==> config.mk <==
export PLATFORM = sky130hd
export DESIGN_NAME = tug_of_war_ctrl
export DESIGN_NICKNAME = d
export VERILOG_FILES = /design/src/rtl/tug_of_war_ctrl.sv
export SDC_FILE = /design/constraint.sdc
export NUM_CORES = 1
export LEC_CHECK = 0
export CAP_MARGIN = 20
export CORE_ASPECT_RATIO = 1.1
export CORE_MARGIN = 10
export CORE_UTILIZATION = 50
export CTS_BUF_LIST = sky130_fd_sc_hd__clkbuf_8
export CTS_CLUSTER_SIZE = 30
export DETAILED_ROUTE_END_ITERATION = 10
export PLACE_DENSITY_LB_ADDON = 0.05
export SETUP_SLACK_MARGIN = 0.05
export SLEW_MARGIN = 20
export SYNTH_ARGS = -nofsm -noshare
export SYNTH_HDL_FRONTEND = slang
export SYNTH_SLANG_ARGS = --single-unit
==> constraint.sdc <==
create_clock -name clk -period 4.5 [get_ports clk]
set_input_delay 0.9 -clock clk [delete_from_list [all_inputs] [get_ports clk]]
set_output_delay 0.9 -clock clk [all_outputs]
set_load 0.01 [all_outputs]
==> src/rtl/tug_of_war_ctrl.sv <==
// tug_of_war_ctrl: game controller for the tug-of-war board.
// Consumes the arbiter verdict (push/tie/right), moves a one-hot rope marker one
// LED toward the first player, re-arms the arbiter with 'clear' after a release
// holdoff, and declares a winner when the marker reaches either end.
// Ports:
//   clk        system clock, rising edge
//   rst        asynchronous active-low reset
//   push       arbiter: a player pressed first (async level)
//   tie        arbiter: both pressed together (async level)
//   right      arbiter: right player was first (async level)
//   pbl, pbr   raw left / right button levels (async)
//   new_game   synchronous pulse, restarts the game after a win
//   clear      re-arm level to the arbiter latches, active-high
//   led        one-hot marker position, bit 0 = left end
//   win        game over
//   win_right  valid with win: 1 = right player won
module tug_of_war_ctrl #(
  parameter int unsigned NPOS    = 9,
  parameter int unsigned CENTER  = (NPOS - 1) / 2,
  parameter int unsigned HOLDOFF = 16
) (
  input  logic            clk,
  input  logic            rst,
  input  logic            push,
  input  logic            tie,
  input  logic            right,
  input  logic            pbl,
  input  logic            pbr,
  input  logic            new_game,
  output logic            clear,
  output logic [NPOS-1:0] led,
  output logic            win,
  output logic            win_right
);

  localparam int unsigned PW = (NPOS > 2) ? $clog2(NPOS) : 1;
  localparam int unsigned CW = (HOLDOFF > 1) ? $clog2(HOLDOFF) : 1;
  localparam logic [NPOS-1:0] LED_CENTER = {{(NPOS - 1){1'b0}}, 1'b1} << CENTER;

  typedef enum logic [2:0] {
    S_READY,
    S_SETTLE,
    S_DECIDE,
    S_CLEAR,
    S_WIN
  } state_t;

  state_t         state;
  logic [PW-1:0]  pos;
  logic [CW-1:0]  cnt;
  logic [4:0]     sync1;
  logic [4:0]     sync2;

  // Synchronised views, order {push, tie, right, pbl, pbr}
  logic push_s, tie_s, right_s, pbl_s, pbr_s;
  assign {push_s, tie_s, right_s, pbl_s, pbr_s} = sync2;

  logic [PW-1:0] pos_inc;
  logic [PW-1:0] pos_dec;
  logic          quiet;

  // Neighbour positions and the "everything released" condition for the holdoff
  always_comb begin
    pos_inc = pos + PW'(1);
    pos_dec = pos - PW'(1);
    quiet   = ~(push_s | pbl_s | pbr_s);
  end

  // Synchronisers, game FSM and registered outputs
  always_ff @(posedge clk or negedge rst) begin
    if (!rst) begin
      sync1     <= '0;
      sync2     <= '0;
      state     <= S_CLEAR;
      pos       <= PW'(CENTER);
      led       <= LED_CENTER;
      cnt       <= '0;
      clear     <= 1'b1;
      win       <= 1'b0;
      win_right <= 1'b0;
    end else begin
      sync1 <= {push, tie, right, pbl, pbr};
      sync2 <= sync1;
      case (state)
        S_READY: begin
          if (push_s) state <= S_SETTLE;
        end
        // Give tie_s one extra cycle to catch up with push_s
        S_SETTLE: begin
          state <= S_DECIDE;
        end
        S_DECIDE: begin
          clear <= 1'b1;
          cnt   <= '0;
          state <= S_CLEAR;
          if (!tie_s) begin
            if (right_s) begin
              pos <= pos_inc;
              led <= led << 1;
              if (pos_inc == PW'(NPOS - 1)) begin
                state     <= S_WIN;
                win       <= 1'b1;
                win_right <= 1'b1;
              end
            end else begin
              pos <= pos_dec;
              led <= led >> 1;
              if (pos_dec == '0) begin
                state     <= S_WIN;
                win       <= 1'b1;
                win_right <= 1'b0;
              end
            end
          end
        end
        // Re-arm only after HOLDOFF consecutive cycles with both buttons released
        S_CLEAR: begin
          if (quiet) begin
            if (cnt == CW'(HOLDOFF - 1)) begin
              state <= S_READY;
              clear <= 1'b0;
              cnt   <= '0;
            end else begin
              cnt <= cnt + CW'(1);
            end
          end else begin
            cnt <= '0;
          end
        end
        S_WIN: begin
          if (new_game) begin
            pos       <= PW'(CENTER);
            led       <= LED_CENTER;
            win       <= 1'b0;
            win_right <= 1'b0;
            cnt       <= '0;
            state     <= S_CLEAR;
          end
        end
        default: begin
          state <= S_CLEAR;
          clear <= 1'b1;
          cnt   <= '0;
        end
      endcase
    end
  end

endmodule

==> out/results.ini, run 1 <==
[status]
outcome=finished clean

[worst_setup_path]
cp_slowest_cell=sky130_fd_sc_hd__dfstp_2
worst_path_max_fanout=4
reg2reg_depth=8
worstSetupPathDepth=1
critical_path.startpoint_type=register
worst_setup_path_end_kind=output pin
crit_type=register to output pin
worst-path-buf-inv=1
crit_required_ns=3.60
cp.arrival_ns=1.39
top_delay_family_on_crit_path=flip-flops
crit_path_max_incr_delay_ns=0.56
timing.critical_path.cells=clkdlybuf4s50_1

[final_layout]
synthToLayoutAreaGrowth_pct=20.1
most_common_cell_after_layout_fill_and_taps_aside=sky130_fd_sc_hd__dfrtp_1
final_net_count=187
final_core_utilization_pct=62.5
layout_common_cells=sky130_fd_sc_hd__dfrtp_1 (28), sky130_fd_sc_hd__nand2_1 (19), sky130_fd_sc_hd__o21ai_0 (19), sky130_fd_sc_hd__clkdlybuf4s50_1 (19), sky130_fd_sc_hd__nor2_1 (9)
count_of_antenna_diodes_in_the_layout=0
drive_gt1_share_pct=12.6
n_fill_cell=258

[timing]
timing.clock.skew_ns=0.00346
slew-limit-headroom_pct=52.9
finalHoldViolCount=0
holdWs_ns=0.353
worstMarginPinSlew_ns=0.706
final.setup.tns_ns=0
finalSetupViolations=0
final_min_period_over_clock_period_pct=51.0
layout_min_cycle_time_ns=2.29
slew_viol_final=0
clock.fmax_mhz=436
grt_setup_unrepaired=no

[floorplan]
die_width_microns=73.5
die-height_microns=78.8
io-pin-count=20
placeableCoreArea_sq_um=3020
floorplan.die_area_sq_um=5790
placement_rows=21
initial_core_util_pct=52.0

[route]
drt-total-wl_microns=3230
wl_per_cell_microns=15.5
detail_route.iter0.violations=101
via_per_inst=5.75
vias=1201
route.detailed.drc=0
postRouteAntennaNets=0
drt_pre_antenna_iters=4

[place]
gp_routability_congestion=0.794
hpwl_microns=2220
place.port_buffers=19

[synthesis]
postSynthCellCount=156
yosys-top-cells-area=sky130_fd_sc_hd__dfrtp_1 (45%), sky130_fd_sc_hd__dfstp_2 (8.4%), sky130_fd_sc_hd__o21ai_0 (6.4%)
syn_nets=169
synth-edff-count=0
mappedNetlistArea_sq_um=1570
ys_seq_area_share_pct=52.9
synth_top_flop_cell=sky130_fd_sc_hd__dfrtp_1
synthDistinctLibCells=39
synth_async_sr_flop_share_pct=100
synth_top_area_share_pct=44.6
ys_seq_elements=33
yosysWarningCount=0
post-synth-top-area-cell=sky130_fd_sc_hd__dfrtp_1
syn_area_per_cell_sq_um=10.1

[grt]
grt_start_max_net_pins=34
initial_antenna_violation_count=0
globalRouteTotalUtil_pct=11.9
globalRoute.totalOverflow=0
grt_pass1_wl_microns=5550
first_global_vias=1212

[worst_hold_path]
timing.hold.worst_path_depth=0
timing.hold.worst.class=register to register

[cts]
clk_latency_ns=0.29
htreeDepth=2
clk_pin_slew_ns=0.07
cts_num_sinks=33
post_cts_resized=0
cts_hold_repair.buffers=0
cts_max_path_buffers=2
ctsRootBufferMaster=sky130_fd_sc_hd__clkbuf_8
cts_made_buffers=5
cts_tree=done
post_cts_buffers=0

[pwr]
vdd_drop_max_v=0.000304
power_density_nw_per_um2=438
total_leakage_power_nw=0.841

[run]
max_cap_viol_count=0

==> synthesized netlist by cell type (2+ instances only) <==
cell and count:
sky130_fd_sc_hd__a21boi_0 3, sky130_fd_sc_hd__nor3b_1 2, sky130_fd_sc_hd__or2_2 4, sky130_fd_sc_hd__nor4_1 2, sky130_fd_sc_hd__o22ai_1 2, sky130_fd_sc_hd__dfstp_2 5
sky130_fd_sc_hd__nor2_1 9, sky130_fd_sc_hd__a21o_1 2, sky130_fd_sc_hd__nand4_1 2, sky130_fd_sc_hd__nand2_1 19, sky130_fd_sc_hd__o31ai_1 2, sky130_fd_sc_hd__nand3_1 3
sky130_fd_sc_hd__a21oi_1 8, sky130_fd_sc_hd__inv_1 5, sky130_fd_sc_hd__mux2i_1 8, sky130_fd_sc_hd__clkbuf_1 7, sky130_fd_sc_hd__dfrtp_1 28, sky130_fd_sc_hd__ha_1 5
sky130_fd_sc_hd__o21ai_0 20
==> metal layers <==
metal	share of wire, %	GRT usage, %	up-vias
li1	-	-	587
met1	43	13.9	571
met2	48	18.0	36
met3	7.5	5.60	7
met4	1.4	5.78	0
met5	0	0	-
==> cell families after synthesis <==
family	after synthesis	synth area share (%)
AO/OA/AOI/OAI	45	17.4
XOR/XNOR	2	1.11
adder cells (fa/ha/maj)	5	3.98
buffers and inverters	14	3.90
flip-flops	33	52.9
multiplexers	8	5.10
AND/OR/NAND/NOR	49	15.6
==> state kept, by name (all words and copies together) (netlist names) <==
signal,cells
cnt,4
sync2,5
pos,4
led,9
clear,1
win_right,1
sync1,5
win,1
state,3
==> stage by stage <==
step	setup slack [ns]	cell area, sq um	power [W]	std cells
floorplan	2.41	1570	0.000468	156
global placement	1.68	1770	0.000545	201
detailed placement	1.64	1770	0.000552	201
CTS	1.95	1880	0.000838	209
global route	2.06	1890	0.000873	209
finish	2.21	1890	0.000827	209
==> final cells by class <==
class,instances,area (sq um),share of cell area [%]
clock buffers,5,68.8,3.64
multi-input cells,109,682,36.1
inverters,5,18.8,0.994
flip-flops and latches,33,832,44.1
clock inverters,3,46.3,2.45
repair buffers,20,198,10.5
well taps,34,42.5,2.25
==> where the power goes <==
group          switching [W]  total, W  internal (W)
combinational      0.0000720  0.000161     0.0000885
sequential         0.0000486  0.000386      0.000338
clock               0.000115  0.000280      0.000166
total               0.000235  0.000827      0.000592
==> worst paths after layout <==
kind	end	slack, ns	startpoint
min in group asynchronous	cnt[3]	1.00	rst
min	sync2[0]	0.35	sync1[0]
max reg2reg	win_right	2.24	pos[0]
max in group asynchronous	pos[2]	3.17	rst
max	led[4]	2.21	led[4]
min reg2reg	sync2[0]	0.35	sync1[0]
Power figures use the tool's default switching activity.
==> run 2: changes to the inputs <==
==> constraint.sdc (replaced) <==
create_clock -name clk -period 2.2 [get_ports clk]
set_input_delay 0.44 -clock clk [delete_from_list [all_inputs] [get_ports clk]]
set_output_delay 0.44 -clock clk [all_outputs]
set_load 0.01 [all_outputs]
==> run 2 against run 1 <==
Utilization rose by 1.1 points. Register-to-register slack worse by 2.0 ns. Non-clock buffer count up 5. Global-route usage up 0.20 points. Power increased by 110%. First-iteration DRC count is 18% lower. Cell area grew 1.8%. Sequential cell count is the same. Combinational power is 130% higher. Routed wire length rose by 1.5%. Clock skew about the same.
==> out/results.ini, run 2 (synthesized netlist as in run 1, its figures left out) <==
[floorplan]
io-pin-count=20  ; unchanged
placeableCoreArea_sq_um=3020  ; unchanged
die-height_microns=78.8  ; unchanged
initial_core_util_pct=52.0  ; unchanged
die_width_microns=73.5  ; unchanged
floorplan.die_area_sq_um=5790  ; unchanged
placement_rows=21  ; unchanged

[grt]
grt_start_max_net_pins=34  ; unchanged
grt_pass1_wl_microns=5510  ; was 5550 microns
globalRouteTotalUtil_pct=12.1  ; was 11.9%
first_global_vias=1141  ; was 1212
globalRoute.totalOverflow=0  ; unchanged
initial_antenna_violation_count=0  ; unchanged

[cts]
clk_latency_ns=0.29  ; about the same
cts_made_buffers=5  ; unchanged
cts_hold_repair.buffers=0  ; unchanged
ctsRootBufferMaster=sky130_fd_sc_hd__clkbuf_8  ; unchanged
post_cts_resized=0  ; unchanged
cts_num_sinks=33  ; unchanged
htreeDepth=2  ; unchanged
post_cts_buffers=0  ; unchanged
cts_max_path_buffers=2  ; unchanged
clk_pin_slew_ns=0.07  ; about the same
cts_tree=done  ; unchanged

[route]
via_per_inst=5.79  ; was 5.75
drt_pre_antenna_iters=4  ; unchanged
route.detailed.drc=0  ; unchanged
drt-total-wl_microns=3280  ; was 3230 microns
vias=1238  ; was 1201
detail_route.iter0.violations=83  ; was 101
wl_per_cell_microns=15.3  ; was 15.5 microns
postRouteAntennaNets=0  ; unchanged

[worst_setup_path]
critical_path.endpoint=win_right  ; was led[4]
worstReg2RegEnd=win_right  ; unchanged
cp.arrival_ns=2.10  ; was 1.39 ns
worst_setup_path_end_kind=register  ; was output pin
crit_type=register to register  ; was register to output pin
reg2reg_slack_ns=0.28  ; was 2.24 ns
crit_start=pos[1]  ; was led[4]
worstSetupPathDepth=8  ; was 1
cp_slowest_cell=sky130_fd_sc_hd__o31a_1  ; was sky130_fd_sc_hd__dfstp_2
worst-path-buf-inv=1  ; unchanged
worst_path_max_fanout=4  ; unchanged
timing.critical_path.cells=inv_1 > ha_1 > or2_1 > nor4_2 > a311oi_1 > o31a_1 > o21ai_0 > o31ai_1  ; was clkdlybuf4s50_1
top_delay_family_on_crit_path=compound AO/OA/AOI/OAI gates  ; was flip-flops
regToRegStartpoint=pos[1]  ; was pos[0]
reg2reg_depth=8  ; unchanged
critical_path.startpoint_type=register  ; unchanged
crit_path_max_incr_delay_ns=0.36  ; was 0.56 ns
crit_required_ns=2.38  ; was 3.60 ns

[timing]
finalHoldViolCount=0  ; unchanged
timing.clock.skew_ns=0.00337  ; was 0.00346 ns
slew-limit-headroom_pct=72.6  ; was 52.9%
worst_slack_ns=0.277  ; was 2.21 ns
clock.fmax_mhz=520
finalSetupViolations=0  ; unchanged
layout_min_cycle_time_ns=1.92
final_min_period_over_clock_period_pct=87.4
slew_viol_final=0  ; unchanged
worstMarginPinSlew_ns=0.407  ; was 0.706 ns
final.setup.tns_ns=0  ; unchanged
grt_setup_unrepaired=no  ; unchanged

[run]
max_cap_viol_count=0  ; unchanged

[pwr]
power_density_nw_per_um2=890  ; was 438 nW/um^2
fin_total_pwr_w=0.00171  ; was 0.000827 W
vdd_drop_max_v=0.000607  ; was 0.000304 V
total_leakage_power_nw=0.863  ; was 0.841 nW

[final_layout]
synthToLayoutAreaGrowth_pct=22.3  ; was 20.1%
final_core_utilization_pct=63.6  ; was 62.5%
largest_register_ffs=9  ; unchanged
most_common_cell_after_layout_fill_and_taps_aside=sky130_fd_sc_hd__dfrtp_1  ; unchanged
final_net_count=192  ; was 187
registers.top_by_ff_count=led  ; unchanged
drive_gt1_share_pct=14.4  ; was 12.6%
top_regs=led: 9 flops, sync1: 5 flops, sync2: 5 flops  ; unchanged
layout_common_cells=sky130_fd_sc_hd__dfrtp_1 (28), sky130_fd_sc_hd__nand2_1 (19), sky130_fd_sc_hd__o21ai_0 (19), sky130_fd_sc_hd__clkdlybuf4s50_1 (19), sky130_fd_sc_hd__nor2_1 (9)  ; unchanged
count_of_antenna_diodes_in_the_layout=0  ; unchanged

[place]
place.port_buffers=19  ; unchanged
gp_routability_congestion=0.836  ; was 0.794
pre_cts_slack_ns=0.278  ; was 1.64 ns
hpwl_microns=2300  ; was 2220 microns

[worst_hold_path]
min_from=sync1[4]  ; was sync1[0]
timing.hold.worst.class=register to register  ; unchanged

[status]
outcome=finished clean  ; unchanged

[run 2: cell count changes in the layout (fill, tap and decap cells not counted), sizes merged]
| cell | change |
|---|---|
| buf | +5 |
[run 2: routing by layer]
metal	share of wire (%)	vias to the layer above	global-route usage, %
met4	2.2	0	6.72
met5	0	-	0
met3	8.5	8	6.09
met1	43	595	14.7
li1	-	595	-
met2	46	40	17.0
[run 2: final cells by class]
type,count,area [sq um]
Clock buffer,5,68.8
Clock inverter,3,46.3
Fill cell,249,1100
Inverter,5,18.8
Multi-Input combinational cell,109,678
Sequential cell,33,832
Tap cell,34,42.5
Timing Repair Buffer,25,235
[run 2: how the worst min path moves through the flow]
| stage | endpoint | slack, ns | cells after the start |
|---|---|---|---|
| 2_1_floorplan | cnt[0] | 0.14 | 0 |
| 3_3_place_gp | sync2[0] | 0.33 | 0 |
| 3_5_place_dp | sync2[4] | 0.33 | 0 |
| 4_1_cts | sync2[4] | 0.35 | 0 |
| 5_1_grt | sync2[2] | 0.36 | 0 |
| 6_report | sync2[4] | 0.35 | 0 |
[run 2: report_power, final]
group | internal (W) | switching, W | total [W]
clock | 0.000339 | 0.000239 | 0.000577
sequential | 0.000691 | 0.0000683 | 0.000759
combinational | 0.000195 | 0.000179 | 0.000374
total | 0.00122 | 0.000486 | 0.00171
[run 2: through the flow]
step / instance area (sq um) / hold slack, ns / instances
2_1_floorplan: 1570 / 0.144 / 156
3_3_place_gp: 1810 / 0.333 / 206
3_5_place_dp: 1810 / 0.335 / 206
4_1_cts: 1920 / 0.352 / 214
5_1_grt: 1920 / 0.356 / 214
6_report: 1920 / 0.350 / 214
[run 2: worst register-to-register path, delay by kind of cell, from the launching register on]
family,cells,cell delay [ns]
fa+ha+maj,1,0.21
flops,1,0.35
compound gates,4,0.71
simple gates,2,0.47
buf+inv,1,0.07
